$ cat src/rtl/piso_tx_shift.sv
`default_nettype none
// ============================================================================
// Module      : piso_tx_shift
// Description : Parallel-in, serial-out transmit shifter. Accepts a WIDTH-bit
//               word over a valid/ready handshake and emits it one bit per
//               clock on serial_out, qualified by frame. A new word may be
//               accepted during the last-bit cycle so consecutive words are
//               sent with no gap.
// Ports       : clk        - system clock, rising edge
//               rst        - synchronous active-high reset
//               load_valid - a word is offered on load_data
//               load_data  - word to transmit (sampled on accept only)
//               load_ready - shifter can accept a word this cycle
//               serial_out - current serial bit
//               frame      - serial_out carries a valid bit
//               last_bit   - current bit is the final bit of the word
//               busy       - a word is being shifted (same as frame)
// Revision    : 1.0 - initial release
// ============================================================================
module piso_tx_shift #(
    parameter int WIDTH     = 4,
    parameter bit MSB_FIRST = 1'b0
) (
    input  logic             clk,
    input  logic             rst,
    input  logic             load_valid,
    input  logic [WIDTH-1:0] load_data,
    output logic             load_ready,
    output logic             serial_out,
    output logic             frame,
    output logic             last_bit,
    output logic             busy
);

    localparam int c_CW = $clog2(WIDTH);

    localparam logic [0:0] c_S_IDLE  = 1'b0;
    localparam logic [0:0] c_S_SHIFT = 1'b1;

    localparam logic [c_CW-1:0] c_CNT_LAST = c_CW'(WIDTH - 1);
    localparam logic [c_CW-1:0] c_CNT_ONE  = c_CW'(1);

    logic [0:0]       r_state;
    logic [WIDTH-1:0] r_sr;
    logic [c_CW-1:0]  r_cnt;

    logic [0:0]       w_state_nxt;
    logic [WIDTH-1:0] w_sr_nxt;
    logic [c_CW-1:0]  w_cnt_nxt;
    logic [WIDTH-1:0] w_sr_shifted;
    logic             w_shifting;
    logic             w_last;
    logic             w_accept;
    logic             w_out_bit;

    // Bit order only changes which end of the register is presented and
    // which way it moves; the far end is always refilled with zero.
    generate
        if (MSB_FIRST) begin : g_msb_first
            assign w_sr_shifted = {r_sr[WIDTH-2:0], 1'b0};
            assign w_out_bit    = r_sr[WIDTH-1];
        end else begin : g_lsb_first
            assign w_sr_shifted = {1'b0, r_sr[WIDTH-1:1]};
            assign w_out_bit    = r_sr[0];
        end
    endgenerate

    assign w_shifting = (r_state == c_S_SHIFT);
    assign w_last     = w_shifting && (r_cnt == c_CNT_LAST);

    // Ready depends only on state so there is no input-to-output path.
    assign load_ready = !w_shifting || w_last;
    assign w_accept   = load_valid && load_ready;

    always_comb begin
        w_state_nxt = r_state;
        w_sr_nxt    = r_sr;
        w_cnt_nxt   = r_cnt;
        case (r_state)
            c_S_IDLE: begin
                if (w_accept) begin
                    w_sr_nxt    = load_data;
                    w_cnt_nxt   = '0;
                    w_state_nxt = c_S_SHIFT;
                end
            end
            c_S_SHIFT: begin
                if (!w_last) begin
                    w_sr_nxt  = w_sr_shifted;
                    w_cnt_nxt = r_cnt + c_CNT_ONE;
                end else if (w_accept) begin
                    // Reload in the last-bit cycle keeps frame high.
                    w_sr_nxt  = load_data;
                    w_cnt_nxt = '0;
                end else begin
                    w_sr_nxt    = '0;
                    w_cnt_nxt   = '0;
                    w_state_nxt = c_S_IDLE;
                end
            end
            default: begin
                w_sr_nxt    = '0;
                w_cnt_nxt   = '0;
                w_state_nxt = c_S_IDLE;
            end
        endcase
    end

    always_ff @(posedge clk) begin
        if (rst) begin
            r_state <= c_S_IDLE;
            r_sr    <= '0;
            r_cnt   <= '0;
        end else begin
            r_state <= w_state_nxt;
            r_sr    <= w_sr_nxt;
            r_cnt   <= w_cnt_nxt;
        end
    end

    assign serial_out = w_shifting && w_out_bit;
    assign frame      = w_shifting;
    assign busy       = w_shifting;
    assign last_bit   = w_last;

endmodule
`default_nettype wire

$ cat config.mk
export PLATFORM = sky130hd
export DESIGN_NAME = piso_tx_shift
export DESIGN_NICKNAME = d
export VERILOG_FILES = /design/src/rtl/piso_tx_shift.sv
export SDC_FILE = /design/constraint.sdc
export NUM_CORES = 1
export LEC_CHECK = 0
export CORE_AREA = 10 10 47 49
export CTS_BUF_LIST = sky130_fd_sc_hd__clkbuf_2 sky130_fd_sc_hd__clkbuf_4 sky130_fd_sc_hd__clkbuf_8
export CTS_CLUSTER_DIAMETER = 40
export CTS_CLUSTER_SIZE = 28
export DETAILED_ROUTE_END_ITERATION = 8
export DIE_AREA = 0 0 57 59
export PLACE_DENSITY_LB_ADDON = 0.05
export SYNTH_ARGS = -nofsm -noshare
export SYNTH_HDL_FRONTEND = slang
export SYNTH_SLANG_ARGS = --single-unit
$ cat constraint.sdc
create_clock -name clk -period 1.28 [get_ports clk]
set_input_delay 0.256 -clock clk [delete_from_list [all_inputs] [get_ports clk]]
set_output_delay 0.256 -clock clk [all_outputs]
set_load 0.01 [all_outputs]
==> results.tsv <==
stage	metric	value	unit
layout	area_growth	58.3	%
synth	yosysSeqAreaShare	38.0	%
grt	grt_max_degree	8	
grt	track_usage	6.88	%
die	die_h	59	um
grt	grt_pass1_wl	1760	um
sta	finalHoldViolations	0	
drt	first_pass_iters	2	
worst_setup_path	r2r-end	r_sr[1]	
layout	fillers	154	
layout	seq_area	146	sq um
outcome	violations	setup timing	
worst_setup_path	path_max_fanout	3	
die	die_area	3360	sq um
outcome	outcome	finished, violations left	
worst_setup_path	cp-end-kind	output pin	
drt	ant_nets	0	
sta	setup_viol	1	
clock_network	cts_buffer_depth	2	
clock_network	cts.sinks	7	
layout	stdcell_area	584	sq um
worst_setup_path	ff2ff_path_depth	5	
sta	period_share	101	%
run	maxCapViolations	0	
sta	hold-worst-slack	593	ps
clock_network	post-cts-setup-buffer-count	0	
layout	multi_input_area	205	sq um
drt	vias	371	
pwr	leakage	0.256	nW
pwr	peakVddDrop	0.000511	V
worst_setup_path	path_class	flip-flop to output pin	
synth	syn_inst	42	
synth	synth_top_area_share	38.0	%
drt	viasPerCell	4.76	
pwr	p_per_area	1010	nW/um^2
drt	wl	1040	um
sta	worst_pin_slew	254	ps
placement	preCtsSetupSlack	-176	ps
grt	antenna_found_initial	0	
worst_setup_path	ff2ff_setup_slack	120	ps
placement	globalplace.congestion	0.714	
clock_network	numCtsBuffers	3	
layout	utilization	41.7	%
synth	yosysTopAreaCell	dfxtp_1	
layout	fin_nets	71	
placement	placed_cells	74	
worst_setup_path	required	1020	ps
worst_setup_path	cp.arrival	1040	ps
sta	skew	3.24	ps
synth	syn_area_per_cell	8.79	sq um
clock_network	htreeDepth	1	
sta	rsz0062_at_grt	yes	
layout	diodes	0	
min_path	min_delay_worst_endpoint	r_sr[0]	
placement	postPlaceCellArea	536	sq um
worst_setup_path	start_kind	flip-flop	
grt	grt_pass1_vias	417	
die	die_w	57	um
die	initial_core_util	26.3	%
sta	fmax	770	MHz
synth	synth_seq_cells	7	
synth	ys_types	19	
sta	relSlewSlack	83.0	%
placement	port_buffers	11	
drt	drc	0	
sta	slew_violations	0	
synth	syn_area	369	sq um
placement	dp.final_hpwl	767	um
grt	overflow	0	
sta	fin_ws	-18.4	ps
synth	yosysWarnings	0	
die	rows	14	
drt	drtIter0Drc	2	
min_path	whs_path_depth	2	
min_path	hp-start	r_sr[0]	
die	core	1400	sq um
synth	synthTopCellsByArea	dfxtp_1 38%, a32oi_1 7.1%, a211oi_1 6.1%, nor2_1 6.1%, mux2i_1 5.4%	
drt	wire_per_inst	13.3	um
clock_network	clock-root-buffer	clkbuf_4	
min_path	hp-class	flip-flop to flip-flop	
die	io_pins	12	
clock_network	tritoncts	done	
synth	syn_nets	50	
layout	drive_above_1_share	40.3	%
worst_setup_path	r2r-start	r_cnt[1]	
layout	fin_cells	78	
clock_network	clock_latency	260	ps
clock_network	path_clk_slew	50	ps
sta	timing.final.crit_period	1300	ps
synth_stat cells, drive strengths merged:
cell type / n
dfxtp: 7
nor2: 6
inv: 4
a211oi: 3
a21o: 3
a32oi: 3
buf: 3
nor3: 3
and2: 2
mux2i: 2
a21oi: 1
ha: 1
nand3: 1
nor2b: 1
nor3b: 1
o21a: 1
worst max-delay path by stage:
stage             start          to  slack [ps]  cells after the start
2_1_floorplan  r_cnt[0]  load_ready         180                      3
6_report       r_cnt[1]  load_ready         -20                      4
3_3_place_gp   r_cnt[0]    last_bit        -140                      3
5_1_grt        r_cnt[0]  load_ready         -60                      4
3_5_place_dp   r_cnt[0]    last_bit        -180                      3
4_1_cts        r_cnt[1]  load_ready         -30                      4
worst max-delay path: stages, from the launching register on:
cell,delay (ps)
dfxtp_2,330
ha_4,170
nor2b_2,110
inv_1,40
buf_2,130
placed cells by master, fill, tap and decap left out, drive strengths merged:
master         instances
nor3b                  1
nor2                   6
a32oi                  3
and2                   2
nand3                  1
dfxtp                  7
clkdlybuf4s50          6
nor2b                  1
a21oi                  1
inv                    4
buf                   10
a211oi                 3
nor3                   3
ha                     1
a21o                   3
clkdlybuf4s15          2
o21a                   1
clkbuf                 5
mux2i                  2
stage by stage:
| stage | total power [mW] | setup TNS, ps |
|---|---|---|
| 2_1_floorplan | 0.302 | 0 |
| 5_1_grt | 0.631 | -73.0 |
| 6_report | 0.591 | -18.4 |
| 3_5_place_dp | 0.367 | -827 |
| 3_3_place_gp | 0.363 | -652 |
| 4_1_cts | 0.602 | -33.2 |
logic make-up after synthesis:
| group | Yosys count | share of synthesized area, % |
|---|---|---|
| DFF | 7 | 38.0 |
| and+or+nand+nor | 14 | 19.3 |
| muxes | 2 | 5.42 |
| adders and majority gates | 1 | 3.39 |
| buffers and inverters | 7 | 10.5 |
| AOI/OAI and AO/OA | 11 | 23.4 |
report_power, final:
part	switching, mW	internal, mW
Clock	0.0878	0.141
Sequential	0.0115	0.233
Combinational	0.0487	0.0692
Total	0.148	0.443
per-layer routing:
| layer | vias up | part of all wire, % | track usage, % |
|---|---|---|---|
| met5 | - | 0 | 0 |
| met4 | 0 | 1.9 | 5.03 |
| met3 | 4 | 4.2 | 2.79 |
| met2 | 7 | 51 | 12.1 |
| met1 | 169 | 43 | 6.32 |
| li1 | 191 | - | - |
layout make-up:
type / count / area share (%)
inverters: 4 / 2.57
flip-flops and latches: 7 / 25.1
multi-input cells: 28 / 35.1
well taps: 16 / 3.43
repair buffers: 19 / 28.7
clock buffers: 4 / 5.14
repair_timing:
| action | CTS | global route |
|---|---|---|
| pin swaps | 1 | 1 |
| endpoints found under the setup margin | 5 | 5 |
| hold buffers | 0 | 0 |
| gates resized for setup | 24 | 2 |
registers in the layout, summed over array words and instances, names as in the netlist:
name,count
r_cnt,2
busy,1
r_sr,4
Power figures use the tool's default switching activity.
==> edit 1, RTL diff (config.mk and constraints unchanged) <==
The parameter `WIDTH` goes from 4 to 2.
--- a/src/rtl/piso_tx_shift.sv
+++ b/src/rtl/piso_tx_shift.sv
@@ -18,7 +18,7 @@
 // Revision    : 1.0 - initial release
 // ============================================================================
 module piso_tx_shift #(
-    parameter int WIDTH     = 4,
+    parameter int WIDTH     = 2,
     parameter bit MSB_FIRST = 1'b0
 ) (
     input  logic             clk,
Ports: changed (resized load_data); port bits go from 12 to 10. No check against the original RTL was run, so the function may have changed too.
==> edit 1 against the unedited design <==
- sequential cell count shrank 3
- die area unchanged
- combinational power is 42% lower
- cell area is 40% lower
- worst setup slack gained 0.11 ns
- wire length down 42%
- register-to-register slack gained 0.20 ns
- largest cell class unchanged
- synthesized area is 43% lower
- power decreased by 37%
==> edit 1: results (changes against the unedited design) <==
DRIVE_GT1_SHARE_PCT=38.2  # -2.1 points
CP.ARRIVAL_NS=0.93  # -0.11 ns
CLOCK_INSERTION_DELAY_WORST_SKEW_NS=0.24  # -0.02 ns
N_FILL_CELL=168  # +9.1%
PLACED_AREA_UM2=325  # -39%
FINAL-INSTANCE-COUNT-EXCL-FILL=50  # -36%
RUN_STATUS='finished, final reports clean'
NETS=41  # -42%
FF2FF_SETUP_SLACK_NS=0.32  # +0.20 ns
FINAL_WORST_HOLD_SLACK_NS=0.519  # -0.0747 ns
ANTENNA_FOUND_INITIAL=0  # unchanged
CLOCK-SKEW-FINAL_NS=0.00741  # +0.00417 ns
SYN-INSTANCE-COUNT=21  # -50%
CRITICAL_PATH.MAX_FANOUT=4  # +1
ROUTE.VIAS.TOTAL=204  # -45%
GLOBALPLACE.CONGESTION=0.746  # +4.6%
TOTALWIRELENGTH_UM=605  # -42%
SLEW_HEADROOM_PCT=91.5  # +8.5 points
GRT_START_MAX_NET_PINS=9  # +1
SYNTH.YOSYS.SEQ_AREA_SHARE_PCT=37.9  # -0.096 points
DPL_WORST_SLACK_NS=-0.0957  # +0.0805 ns
SYNTHESIS.NETS=26  # -48%
FLIP_FLOP_COUNT_OF_THE_LARGEST_REGISTER_ALL_COPIES_AND_WORDS_ADDED=2  # -2
POWER_LEAKAGE_nW=0.146  # -43%
GRT_PASS1_VIAS=233  # -44%
NUMPLACEDINSTANCES=47  # -36%
## edit 1: cell count changes in the layout (fill, tap and decap cells not counted), sizes merged, moves of 2 or more
cell	change
dfxtp	-3
inv	-3
clkdlybuf4s50	-2
nand4b	+2
a211oi	-3
dlygate4sd2	+2
nor2	-6
a21o	-3
a32oi	-3
buf	-7
nor3	-3
## edit 1: where the power goes
group / switching (mW) / total [mW] / internal (mW)
sequential: 0.00887 / 0.143 / 0.135
clock: 0.0541 / 0.159 / 0.105
combinational: 0.0264 / 0.0683 / 0.0419
## edit 1: kinds of logic (layout without fill, tap and decap cells)
logic type             count (synthesis)  in the layout  share of synthesized area, %
AND/OR/NAND/NOR                        8              8                          29.6
AO/OA/AOI/OAI                          4              4                          12.4
flip-flops                             4              4                          37.9
buffers and inverters                  3             16                          10.7
multiplexers                           2              2                          9.47
## edit 1: tightest hold or removal path: cells and delay by family (launching register included)
kind	cells	cell delay, ns
and+or+nand+nor	1	0.08
AOI/OAI and AO/OA	1	0.04
DFF	1	0.36
## edit 1: path summary, 6_finish.rpt
kind / start / endpoint / cells after the start
worst max-delay path: r_cnt / load_ready / 2
worst min-delay path: busy / r_cnt / 2
worst max register to register: busy / r_cnt / 2
worst min register to register: busy / r_cnt / 2
## edit 1: repair_timing
| action | CTS | global route |
|---|---|---|
| gates resized for setup | 7 | 7 |
| pin swaps | 0 | 0 |
| hold buffers | 0 | 0 |
| endpoints found under the setup margin | 5 | 3 |
## edit 1: metal layers
metal / vias to the layer above / share of wire (%) / global-route usage, %
met5: - / 0 / 0
met4: 0 / 0 / 3.02
met3: 0 / 9.8 / 3.00
met2: 9 / 37 / 4.65
met1: 92 / 53 / 5.09
li1: 103 / - / -
## edit 1: layout make-up
class,instances,area [um2],area share (%)
Multi-Input combinational cell,14,116,33.5
Inverter,1,3.75,1.08
Sequential cell,4,85.1,24.5
Tap cell,16,20.0,5.76
Clock buffer,3,22.5,6.47
Timing Repair Buffer,12,100,28.8
